--- src/rtl/icache_fill_ctrl.sv ---
// Instruction-cache fill/flush sequencer: fetches a missing line as 32-bit beats and writes it in
// one cycle, or sweeps every index clearing its valid bit. Sole owner of the cache write ports.
module icache_fill_ctrl #(
   parameter int unsigned LOG2CACHELINESIZE = 7,
   parameter int unsigned LOG2CACHEDEPTH    = 6
) (
   input  logic                              clk,
   input  logic                              resetn,
   input  logic                              miss_valid,
   input  logic [31:0]                       miss_addr,
   input  logic                              flush_req,
   output logic                              mem_rd_req,
   output logic [31:0]                       mem_rd_addr,
   input  logic                              mem_rd_accept,
   input  logic                              mem_rdata_valid,
   input  logic [31:0]                       mem_rdata,
   output logic                              fill_we,
   output logic [31:0]                       fill_addr,
   output logic [2**LOG2CACHELINESIZE-1:0]   fill_data,
   output logic                              inv_we,
   output logic [LOG2CACHEDEPTH-1:0]         inv_idx,
   output logic                              miss_done,
   output logic                              flush_done,
   output logic                              busy
);

   localparam int unsigned LineBits = 2 ** LOG2CACHELINESIZE;
   localparam int unsigned BeatCntW = LOG2CACHELINESIZE - 5;
   localparam int unsigned Beats    = 2 ** BeatCntW;
   localparam int unsigned OffsetW  = LOG2CACHELINESIZE - 3;

   localparam logic [31:0]               OffsetMask = 32'((64'd1 << OffsetW) - 64'd1);
   localparam logic [LOG2CACHEDEPTH-1:0] IdxMax     = '1;
   localparam logic [BeatCntW-1:0]       BeatMax    = BeatCntW'(Beats - 1);

   typedef enum logic [2:0] {
      StIdle,
      StFlush,
      StReq,
      StBeat,
      StFill,
      StSettle
   } state_e;

   state_e                    state_q, state_d;
   logic                      flush_pend_q, flush_pend_d;
   logic [31:0]               line_addr_q, line_addr_d;
   logic [BeatCntW-1:0]       beat_cnt_q, beat_cnt_d;
   logic [LOG2CACHEDEPTH-1:0] flush_cnt_q, flush_cnt_d;
   logic [LineBits-1:0]       fill_data_q, fill_data_d;

   logic mem_rd_req_q, mem_rd_req_d;
   logic fill_we_q, fill_we_d;
   logic inv_we_q, inv_we_d;
   logic miss_done_q, miss_done_d;
   logic flush_done_q, flush_done_d;
   logic busy_q, busy_d;

   always_ff @(posedge clk) begin
      if (!resetn) begin
         state_q      <= StIdle;
         flush_pend_q <= 1'b0;
         line_addr_q  <= '0;
         beat_cnt_q   <= '0;
         flush_cnt_q  <= '0;
         fill_data_q  <= '0;
         mem_rd_req_q <= 1'b0;
         fill_we_q    <= 1'b0;
         inv_we_q     <= 1'b0;
         miss_done_q  <= 1'b0;
         flush_done_q <= 1'b0;
         busy_q       <= 1'b0;
      end else begin
         state_q      <= state_d;
         flush_pend_q <= flush_pend_d;
         line_addr_q  <= line_addr_d;
         beat_cnt_q   <= beat_cnt_d;
         flush_cnt_q  <= flush_cnt_d;
         fill_data_q  <= fill_data_d;
         mem_rd_req_q <= mem_rd_req_d;
         fill_we_q    <= fill_we_d;
         inv_we_q     <= inv_we_d;
         miss_done_q  <= miss_done_d;
         flush_done_q <= flush_done_d;
         busy_q       <= busy_d;
      end
   end

   // Flush work outranks a miss whenever both are visible in IDLE.
   always_comb begin
      state_d = state_q;
      unique case (state_q)
         StIdle: begin
            if (flush_pend_q || flush_req) begin
               state_d = StFlush;
            end else if (miss_valid) begin
               state_d = StReq;
            end
         end
         StFlush: begin
            if (flush_cnt_q == IdxMax) begin
               state_d = StIdle;
            end
         end
         StReq: begin
            if (mem_rd_accept) begin
               state_d = StBeat;
            end
         end
         StBeat: begin
            if (mem_rdata_valid && (beat_cnt_q == BeatMax)) begin
               state_d = StFill;
            end
         end
         StFill:   state_d = StSettle;
         StSettle: state_d = StIdle;
         default:  state_d = StIdle;
      endcase
   end

   // Outputs are decoded from the next state so they line up with the state they describe.
   always_comb begin
      flush_pend_d = flush_pend_q;
      line_addr_d  = line_addr_q;
      beat_cnt_d   = beat_cnt_q;
      flush_cnt_d  = '0;
      fill_data_d  = fill_data_q;

      if ((state_q == StIdle) && (state_d == StFlush)) begin
         flush_pend_d = 1'b0;
      end else if (flush_req) begin
         flush_pend_d = 1'b1;
      end

      unique case (state_q)
         StIdle: begin
            if (state_d == StReq) begin
               line_addr_d = miss_addr & ~OffsetMask;
            end
         end
         StFlush: flush_cnt_d = flush_cnt_q + LOG2CACHEDEPTH'(1);
         StReq:   beat_cnt_d  = '0;
         StBeat: begin
            if (mem_rdata_valid) begin
               fill_data_d[{beat_cnt_q, 5'd0} +: 32] = mem_rdata;
               beat_cnt_d = beat_cnt_q + BeatCntW'(1);
            end
         end
         default: ;
      endcase

      mem_rd_req_d = (state_d == StReq);
      fill_we_d    = (state_d == StFill);
      miss_done_d  = (state_d == StFill);
      inv_we_d     = (state_d == StFlush);
      flush_done_d = (state_d == StFlush) && (flush_cnt_d == IdxMax);
      busy_d       = (state_d != StIdle);
   end

   assign mem_rd_req  = mem_rd_req_q;
   assign mem_rd_addr = line_addr_q;
   assign fill_we     = fill_we_q;
   assign fill_addr   = line_addr_q;
   assign fill_data   = fill_data_q;
   assign inv_we      = inv_we_q;
   assign inv_idx     = flush_cnt_q;
   assign miss_done   = miss_done_q;
   assign flush_done  = flush_done_q;
   assign busy        = busy_q;

endmodule

--- config.mk ---
export PLATFORM = sky130hd
export DESIGN_NAME = icache_fill_ctrl
export DESIGN_NICKNAME = d
export VERILOG_FILES = /design/src/rtl/icache_fill_ctrl.sv
export SDC_FILE = /design/constraint.sdc
export NUM_CORES = 1
export LEC_CHECK = 0
export CAP_MARGIN = 20
export CORE_AREA = 5 5 132 134
export CTS_CLUSTER_DIAMETER = 150
export CTS_CLUSTER_SIZE = 8
export DETAILED_ROUTE_END_ITERATION = 10
export DIE_AREA = 0 0 137 139
export PLACE_DENSITY = 0.8
export SYNTH_ARGS = -nofsm -noshare
export SYNTH_HDL_FRONTEND = slang
export SYNTH_SLANG_ARGS = --single-unit
--- constraint.sdc ---
create_clock -name clk -period 2.85 [get_ports clk]
set_clock_uncertainty 0.2 [all_clocks]
set_input_delay 0.57 -clock clk [delete_from_list [all_inputs] [get_ports clk]]
set_output_delay 0.57 -clock clk [all_outputs]
set_load 0.1 [all_outputs]
# Word level (Yosys, flattened, before mapping)
# Index checks and enable logic that the tools add are counted.
[op_classes]
n_addsub = 3
eq_ne = 11
shift = 2
n_mux = 10
bitwise_logic = 1
n_reduce_logical = 11
[ops]
columns = ["op", "n"]
rows = [
  ["$bwmux 128", 1],
  ["$shift 32x9->128 const A", 1],
  ["$shiftx 32x9->128", 1],
  ["$mux 3", 5],
  ["$pmux 3 s5", 1],
  ["$eq 6x6->1 const B", 2],
  ["$eq 3x2->1 const B", 3],
  ["$neg 7->9", 1],
  ["$add 6x1->6 const B", 1],
  ["$eq 3x1->1 const B", 2],
  ["$eq 3x3->1 const B", 2],
  ["$mux 6", 1],
  ["$reduce_and 2->1", 3],
  ["$pmux 2 s2", 1],
  ["$logic_and 1x1->1", 3],
  ["$logic_not 3->1", 1],
  ["$reduce_bool 3->1", 1],
  ["$add 2x1->2 const B", 1],
  ["$eq 2x2->1 const B", 1],
  ["$mux 2", 1],
  ["$ne 2x2->1 const B", 1],
  ["$reduce_bool 2->1", 1],
  ["$reduce_or 2->1", 1],
  ["$logic_or 1x1->1", 1],
  ["$not 1->1", 1],
]
[word_totals]
regBits = 173
inputBits = 70
output_inout_bits = 204

# Logic depth before layout (Yosys ltp)
# Gate-level depths: netlist of the first run.
[depth]
word_depth = 7
ltp_mapped = 8
ltp_nobuf = 5

# Worst setup path after synthesis of the first run
# No wires, ideal clock.
[synth_path]
kind = "register to register"
from = "register flush_cnt_q[0] (netlist: inv_idx[0])"
to = "register flush_done_q (netlist: flush_done)"
setup_ps = 88
t_arrival_ps = 1903
t_required_ps = 2562
setup_slack_ps = 659
path_stages_with_launch = 5
n_path_buf = 0
path_cell_list = "dfxtp_1 -> ha_1 -> xnor2_1 -> or3_1 -> nor4_2"
[synth_via]
elab_chain_cells = 5
[synth_lines]
columns = ["element", "line", "source"]
rows = [
  ["start: declaration", "49", "logic [LOG2CACHEDEPTH-1:0] flush_cnt_q, flush_cnt_d;"],
  ["start signal: assignment", "78", "flush_cnt_q <= flush_cnt_d;"],
  ["branches (longest 4 deep; another with $add 6x1->6)", "-", ""],
  ["$logic_and 1x1->1 *", "156", "flush_done_d = (state_d == StFlush) && (flush_cnt_d == IdxMax);"],
  ["end signal: assignment", "84", "flush_done_q <= flush_done_d;"],
  ["end: declaration", "56", "logic flush_done_q, flush_done_d;"],
]
# Mark *: on every way between the ends.
# A chain may end at the register's enable or synchronous reset.

# Worst setup path after layout of the first run
[layout_path]
from = "register beat_cnt_q[0]"
to = "register fill_data_q[70] (netlist: fill_data[70])"
[layout_via]
elab_chain_cells = 3
[layout_lines]
columns = ["element", "line", "source"]
rows = [
  ["start: declaration", "48", "logic [BeatCntW-1:0] beat_cnt_q, beat_cnt_d;"],
  ["start signal: assignment", "77", "beat_cnt_q <= beat_cnt_d;"],
  ["$neg 7->9 *", "145", "fill_data_d[{beat_cnt_q, 5'd0} +: 32] = mem_rdata;"],
  ["$shiftx 32x9->128 or $shift 32x9->128 (tied branches)", "145", ""],
  ["$bwmux 128 *", "145", ""],
  ["end signal: assignment", "79", "fill_data_q <= fill_data_d;"],
  ["end: declaration", "50", "logic [LineBits-1:0] fill_data_q, fill_data_d;"],
]
# Every way passes the cells marked *; elsewhere a longest branch is shown, timed or not.

==> results of run 1 <==
## worst max-delay path, cell delays in order, from the launching register on
cell and delay, ns:
dfxtp_1 0.49, inv_2 0.14, ha_1 0.44, nor3b_2 0.49, buf_12 0.28, nand3_1 0.10
a21oi_1 0.16
## state kept, by name, summed over array words and instances (netlist names)
name and cells:
fill_data 128, fill_addr 28, inv_idx 6, state_q 3, beat_cnt_q 2, busy 1
flush_done 1, flush_pend_q 1, inv_we 1, mem_rd_req 1, miss_done 1
## path summary, 6_finish.rpt
check,start,end
setup / recovery,beat_cnt_q[0],fill_data[70]
hold / removal,fill_data[110],fill_data[110]
setup reg to reg,beat_cnt_q[0],fill_data[70]
hold reg to reg,fill_data[110],fill_data[110]
## area by class of cell
| cell class | count | area [sq um] | area share |
|---|---|---|---|
| Sequential cell | 173 | 3460 | 0.364 |
| Clock buffer | 17 | 425 | 0.0447 |
| Inverter | 5 | 23.8 | 0.00250 |
| Tap cell | 220 | 275 | 0.0289 |
| Multi-Input combinational cell | 545 | 2810 | 0.295 |
| Timing Repair Buffer | 286 | 2350 | 0.246 |
| Clock inverter | 15 | 178 | 0.0187 |
## layout by cell type (no fill, tap or decap), drive strengths merged, types with 2 or more instances in the layout
cell type / synthesis / final
a21oi: 158 / 158
and2: 5 / 5
buf: 78 / 221
bufinv: 0 / 2
clkbuf: 26 / 17
clkdlybuf4s50: 0 / 65
clkinvlp: 0 / 5
conb: 1 / 8
dfxtp: 173 / 173
ha: 6 / 6
inv: 5 / 12
nand2: 194 / 194
nand3: 133 / 133
nor2: 13 / 13
nor3: 5 / 5
nor3b: 3 / 3
xnor2: 2 / 2
xor2: 2 / 2
## where the power goes
group	total (uW)	internal, uW	switching, uW
sequential	2480	2450	30.4
combinational	813	195	618
clock	2390	1330	1060
## metrics by stage
step                       util  hold WS (ns)
final                     0.589         0.249
after global routing      0.589         0.271
after CTS                 0.589         0.254
after detailed placement  0.552         0.245
after global placement    0.552         0.239
after floorplan               -         0.317
## Yosys cell counts, types with 6 or more instances
master / count / area [sq um]
a21oi_1: 139 / 696
a21oi_2: 19 / 166
buf_2: 21 / 105
buf_4: 39 / 293
buf_8: 8 / 120
clkbuf_1: 26 / 97.6
dfxtp_1: 173 / 3460
ha_1: 6 / 75.1
nand2_1: 194 / 728
nand3_1: 113 / 566
nand3_2: 20 / 200
nor2_1: 13 / 48.8
## kinds of logic after synthesis
logic type	count (synthesis)	share of synthesized area
and+or+nand+nor	361	0.246
DFF	173	0.498
AOI/OAI and AO/OA	165	0.132
buffers and inverters	109	0.107
adders and majority gates	6	0.0108
xor gates and xnor gates	4	0.00503
other	1	0.000539
muxes	1	0.00144
## routing by layer
metal	vias to the layer above	share of wire	GRT usage
li1	3122	-	-
met1	3002	0.39	0.276
met2	292	0.49	0.376
met3	25	0.11	0.0762
met4	2	0.013	0.0625
met5	-	0.00059	0
==> metrics.yaml, run 1 <==
worst_setup_path:
  cp_max_fo: 29
  cp.required_ns: 3.00
  start_kind: "register"
  worstSetupEndpointType: "register"
  r2r_setup_slack_ns: 0.48
  r2r_cells: 6
  critPathKind: "register to register"
  cp_data_arrival_time_ns: 2.52
sta:
  rsz0062_at_grt: "no"
  post-route-period-util: 0.832
  maxSlewHeadroom: 0.666
  max_freq_mhz: 422
  setup_slack_ns: 0.480
  setup_viol_count_final: 0
  tightest_slew_ns: 0.499
  setup_tns_ns: 0
  slew_viol_final: 0
  fin_crit_ns: 2.37
  hold_violations: 0
global_route:
  grt_pass1_wl_um: 33800
  gr-total-overflow: 0
  grt_start_max_net_pins: 87
  antenna_found_initial: 1
  grt_pass1_vias: 6223
  gr-usage-all-layers: 0.225
job:
  drv_cap: 0
floorplanning:
  fp-row-count: 47
  die_h_um: 139
  fp.dieW_um: 137
  dieArea_sq_um: 19000
  core_area_sq_um: 16200
  initial_core_util: 0.430
  ioPinCount: 274
drt:
  route.detailed.drc: 0
  vias: 6443
  wl_per_cell_um: 17.6
  detail-route-antenna-nets: 0
  totalWireLength_um: 22200
  drtIter0Drc: 396
  dr.pass1.iters: 5
  vias_per_cell: 5.11
synthesis:
  synth_enable_flop_cells: 0
  synthArstFlopShare: 0
  synth-seq-cells: 173
  synth_area_per_cell_sq_um: 8.49
  syn_area_sq_um: 6960
  synth_cell_types: 42
  ys.flop_type: "dfxtp_1"
  yosysSeqAreaShare: 0.498
  synth_warnings: 0
  synthCells: 820
final_layout:
  num_antenna_cells: 0
  drive_gt1_frac: 0.293
  fin_cells: 1261
  fin_nets: 1104
  area_growth_pct: 36.8
  fill_cells: 1433
  fin_area_sq_um: 9520
clock_tree:
  clkTransAtPathRegs_ns: 0.07
  h-tree-depth: 4
  cts_max_path_buffers: 2
  cts_buffers: 17
  cts_hold_buf: 0
  cts_root_buffer: "clkbuf_16"
  cts_setup_buffers: 0
  clock-sinks: 173
  cts_tree: "done"
  insertion_delay_ns: 0.42
  post_cts_resize_count: 0
placed_design:
  io_buffers: 261
  dp_cells: 1229
  dp_slack_ns: 0.250
  routabilityCongestion: 0.771
  dpl_cell_area_sq_um: 8920
  dpl.hpwl_um: 15300
outcome:
  outcome: "completed"
power_and_ir_drop:
  p_leak_uw: 0.00366
  power.total_uw: 5690
  p_per_area_nw_per_um2: 597
  max-vdd-ir-drop_mv: 0.392
min_path:
  worstHoldPathCells: 2
  hp-class: "register to register"
(Power assumes the default switching activity.)
==> run 2: changes to the inputs <==
clock period = 2.5 ns   (was 2.85 ns; I/O delays follow)
==> metrics.yaml, run 2 (synthesis gave the netlist of run 1 again) <==
outcome:
  outcome: "completed"
power_and_ir_drop:
  internal_power_uw: 4450
  p_leak_uw: 0.00371
  p_comb_frac: 0.147
  clkPwrFrac: 0.407
  p_sw_frac: 0.300
  p_per_area_nw_per_um2: 661
  seqPwrFrac: 0.445
  max-vdd-ir-drop_mv: 0.432
  power.switching_uw: 1910
min_path:
  hp-class: "register to register"
floorplanning:
  ioPinCount: 274
  initial_core_util: 0.430
  die_h_um: 139
  dieArea_sq_um: 19000
  fp-row-count: 47
  fp.dieW_um: 137
  core_area_sq_um: 16200
clock_tree:
  h-tree-depth: 4
  clkTransAtPathRegs_ns: 0.06
  cts_root_buffer: "clkbuf_16"
  clock-sinks: 173
  post_cts_resize_count: 0
  cts_max_path_buffers: 2
  insertion_delay_ns: 0.42
  cts_hold_buf: 0
  cts_buffers: 17
  cts_setup_buffers: 0
  cts_tree: "done"
final_layout:
  largest_reg_flops: 128
  num_antenna_cells: 0
  fin_util: 0.595
  area_growth_pct: 38.3
  fin_cells: 1267
  fill_cells: 1428
  layout_common_cells: "buf_4 (217), nand2_1 (194), dfxtp_1 (173)"
  drive_gt1_frac: 0.296
  fin_area_sq_um: 9630
  fin_nets: 1110
  layout.cells.most_common: "buf_4"
drt:
  route.detailed.drc: 0
  vias: 6391
  wl_per_cell_um: 17.4
  dr.pass1.iters: 5
  detail-route-antenna-nets: 0
  totalWireLength_um: 22100
  vias_per_cell: 5.04
  drtIter0Drc: 328
job:
  drv_cap: 0
global_route:
  grt_pass1_vias: 6087
  gr-total-overflow: 0
  antenna_found_initial: 1
  grt_pass1_wl_um: 33500
  gr-usage-all-layers: 0.223
  grt_start_max_net_pins: 78
sta:
  setup_tns_ns: 0
  setup_viol_count_final: 0
  hold_violations: 0
  max_freq_mhz: 491
  post-route-period-util: 0.814
  slew_viol_final: 0
  rsz0062_at_grt: "no"
  setup_slack_ns: 0.465
  fin_crit_ns: 2.04
worst_setup_path:
  start_kind: "register"
  cp_data_arrival_time_ns: 2.18
  cp.required_ns: 2.65
  worstSetupEndpointType: "register"
  critPathKind: "register to register"
  cp_max_fo: 17
placed_design:
  dpl_cell_area_sq_um: 9050
  dpl.hpwl_um: 15400
  dp_cells: 1235
  routabilityCongestion: 0.768
  dp_slack_ns: 0.119
  io_buffers: 261
==> run 2: cell types whose count changed in the layout (fill, tap and decap cells not counted) <==
cell	previous run	this run
buf_4	218	217
clkinvlp_4	5	3
clkinv_4	1	2
clkbuf_8	0	1
clkinv_2	0	1
inv_8	4	1
bufinv_16	2	1
buf_12	3	10
inv_6	4	6
clkbuf_1	0	1
==> run 2: cell type report <==
class / count / area, sq um / share of cell area
flip-flops and latches: 173 / 3460 / 0.360
multi-input cells: 545 / 2810 / 0.292
repair buffers: 292 / 2480 / 0.258
clock buffers: 19 / 443 / 0.0460
well taps: 220 / 275 / 0.0286
clock inverters: 13 / 130 / 0.0135
inverters: 5 / 23.8 / 0.00247
==> run 2: path summary, 6_finish.rpt <==
check                startpoint       endpoint  slack, ns  cells past startpoint
setup / recovery  beat_cnt_q[1]  fill_data[40]       0.46                      6
setup reg to reg  beat_cnt_q[1]  fill_data[40]       0.46                      6
hold reg to reg   fill_data[59]  fill_data[59]       0.25                      2
hold / removal    fill_data[59]  fill_data[59]       0.25                      2
==> run 2: worst max-delay path, cell delays in order, from the launching register on <==
cell and delay (ns):
dfxtp_1 0.38, inv_1 0.10, ha_1 0.41, nor3b_4 0.25, buf_4 0.31, nand3_1 0.12, a21oi_1 0.18
==> run 2: routing by layer <==
metal,share of wire,global-route usage,routed length (um)
met1,0.40,0.270,8890
met2,0.49,0.373,10700
met3,0.10,0.0849,2250
met4,0.0084,0.0536,186
met5,0.00059,0,13
==> run 2: power groups by stage <==
stage,combinational (uW),sequential (uW),clock [uW]
detailed placement,940,2890,0
CTS,942,2830,2660
global route,970,2840,2780
finish,938,2830,2590
floorplan,425,3150,0
global placement,938,2890,0
==> run 2: through the flow <==
step                hold WS [ns]  power (uW)
global placement           0.239        3830
finish                     0.250        6360
floorplan                  0.317        3580
global route               0.267        6580
CTS                        0.252        6430
detailed placement         0.243        3830
==> run 3: changes to the inputs <==
clock period = 2.1 ns   (was 2.5 ns; I/O delays follow)
==> metrics.yaml, run 3 (synthesis gave the netlist of run 1 again) <==
final_layout:
  drive_gt1_frac: 0.300
  layout.cells.most_common: "buf_12"
  largest_reg_flops: 128
  area_growth_pct: 74.0
  fin_nets: 1112
  fin_util: 0.749
  fin_cells: 1268
  num_antenna_cells: 0
  multiInputGateArea_sq_um: 2820
  layout_common_cells: "buf_12 (204), nand2_1 (194), dfxtp_1 (171)"
  register_area_sq_um: 3470
  fill_cells: 1001
clock_tree:
  cts_buffers: 17
  insertion_delay_ns: 0.42
  h-tree-depth: 4
  clock-sinks: 173
  cts_tree: "done"
  cts_root_buffer: "clkbuf_16"
  clkTransAtPathRegs_ns: 0.07
  cts_max_path_buffers: 2
floorplanning:
  fp-row-count: 47
  die_h_um: 139
  core_area_sq_um: 16200
  ioPinCount: 274
  initial_core_util: 0.430
  dieArea_sq_um: 19000
  fp.dieW_um: 137
global_route:
  grt_pass1_vias: 6804
  gr-usage-all-layers: 0.249
  gr-total-overflow: 0
  grt_start_max_net_pins: 88
  grt_pass1_wl_um: 36900
  antenna_found_initial: 0
sta:
  hold_slack_ns: 0.266
  post-route-period-util: 0.950
  hold_violations: 0
  setup_viol_count_final: 0
  setup_tns_ns: 0
  max_freq_mhz: 501
  fin_crit_ns: 2.00
  setup_slack_ns: 0.104
  rsz0062_at_grt: "no"
  slew_viol_final: 0
worst_setup_path:
  worstSetupEndpointType: "register"
  slowest_stage: "ha_2"
  max_stage_delay_ns: 0.41
  start_kind: "register"
  critPathKind: "register to register"
  cp_cell_sequence: "inv_1 > ha_2 > nor3b_4 > buf_12 > nand3_1 > a21oi_1"
  cp_data_arrival_time_ns: 2.13
  crit_start: "beat_cnt_q[1]"
  cp_max_fo: 32
  cp.required_ns: 2.24
  r2r-start: "beat_cnt_q[1]"
placed_design:
  dp_cells: 1237
  io_buffers: 261
  dpl.hpwl_um: 17900
  routabilityCongestion: 0.868
  dp_slack_ns: -0.144
drt:
  totalWireLength_um: 24500
  detail-route-antenna-nets: 0
  vias: 6743
  wl_per_cell_um: 19.3
  dr.pass1.iters: 6
  route.detailed.drc: 0
  drtIter0Drc: 413
  vias_per_cell: 5.32
min_path:
  hp-class: "register to register"
  hold_path.startpoint: "fill_data[126]"
power_and_ir_drop:
  p_per_area_nw_per_um2: 657
  max-vdd-ir-drop_mv: 0.494
  p_leak_uw: 0.00429
outcome:
  outcome: "completed"
job:
  drv_cap: 0
[run 3: changes by cell type in the layout (fill, tap and decap cells not counted), moves of 2 or more]
| cell | before | now |
|---|---|---|
| clkbuf_8 | 1 | 3 |
| inv_6 | 6 | 3 |
| dfxtp_2 | 0 | 2 |
| clkinv_4 | 2 | 0 |
| clkinvlp_4 | 3 | 1 |
| dfxtp_1 | 173 | 171 |
| buf_4 | 217 | 25 |
| buf_12 | 10 | 204 |
| clkinv_2 | 1 | 4 |
| bufinv_16 | 1 | 3 |
[run 3: timing repair]
| action | CTS | global route |
|---|---|---|
| hold buffers | 0 | 0 |
| endpoints found under the setup margin | 0 | 20 |
| resized for setup | 0 | 2 |
| endpoints found under the hold margin | 0 | 0 |
| buffers inserted | 0 | 0 |
[run 3: area by class of cell]
class | instances | share of cell area
Inverter | 5 | 0.00196
Clock buffer | 21 | 0.0388
Timing Repair Buffer | 294 | 0.406
Multi-Input combinational cell | 545 | 0.233
Sequential cell | 173 | 0.286
Clock inverter | 10 | 0.0112
Tap cell | 220 | 0.0227
[run 3: final timing paths]
path	to	slack (ns)	cells after the start
worst max-delay path	fill_data[63]	0.10	6
worst min-delay path	fill_data[126]	0.27	2
worst max register to register	fill_data[63]	0.10	6
worst min register to register	fill_data[126]	0.27	2
[run 3: metal layers]
layer | vias up | part of all wire | track usage
met5 | - | 0 | 0
met4 | 0 | 0.032 | 0.0998
met3 | 67 | 0.10 | 0.0871
met2 | 330 | 0.52 | 0.450
met1 | 3218 | 0.35 | 0.259
li1 | 3128 | - | -
[run 3: power by group]
part | internal, uW | leakage, uW | switching, uW | total (uW)
clock network | 1960 | 0.000299 | 1290 | 3250
registers | 3330 | 0.00140 | 78.6 | 3410
logic | 439 | 0.00259 | 850 | 1290
[run 3: critical path: cells and delay by family (launching register included)]
kind	cells	cell delay [ns]
and+or+nand+nor	2	0.37
adders and majority gates	1	0.41
buffers and inverters	2	0.34
AOI/OAI and AO/OA	1	0.21
DFF	1	0.38
[run 3: per-stage QoR]
step | total power, uW | area, sq um
finish | 7950 | 12100
global route | 8180 | 12100
CTS | 8000 | 12100
detailed placement | 4770 | 11500
global placement | 4760 | 11500
floorplan | 4260 | 6990
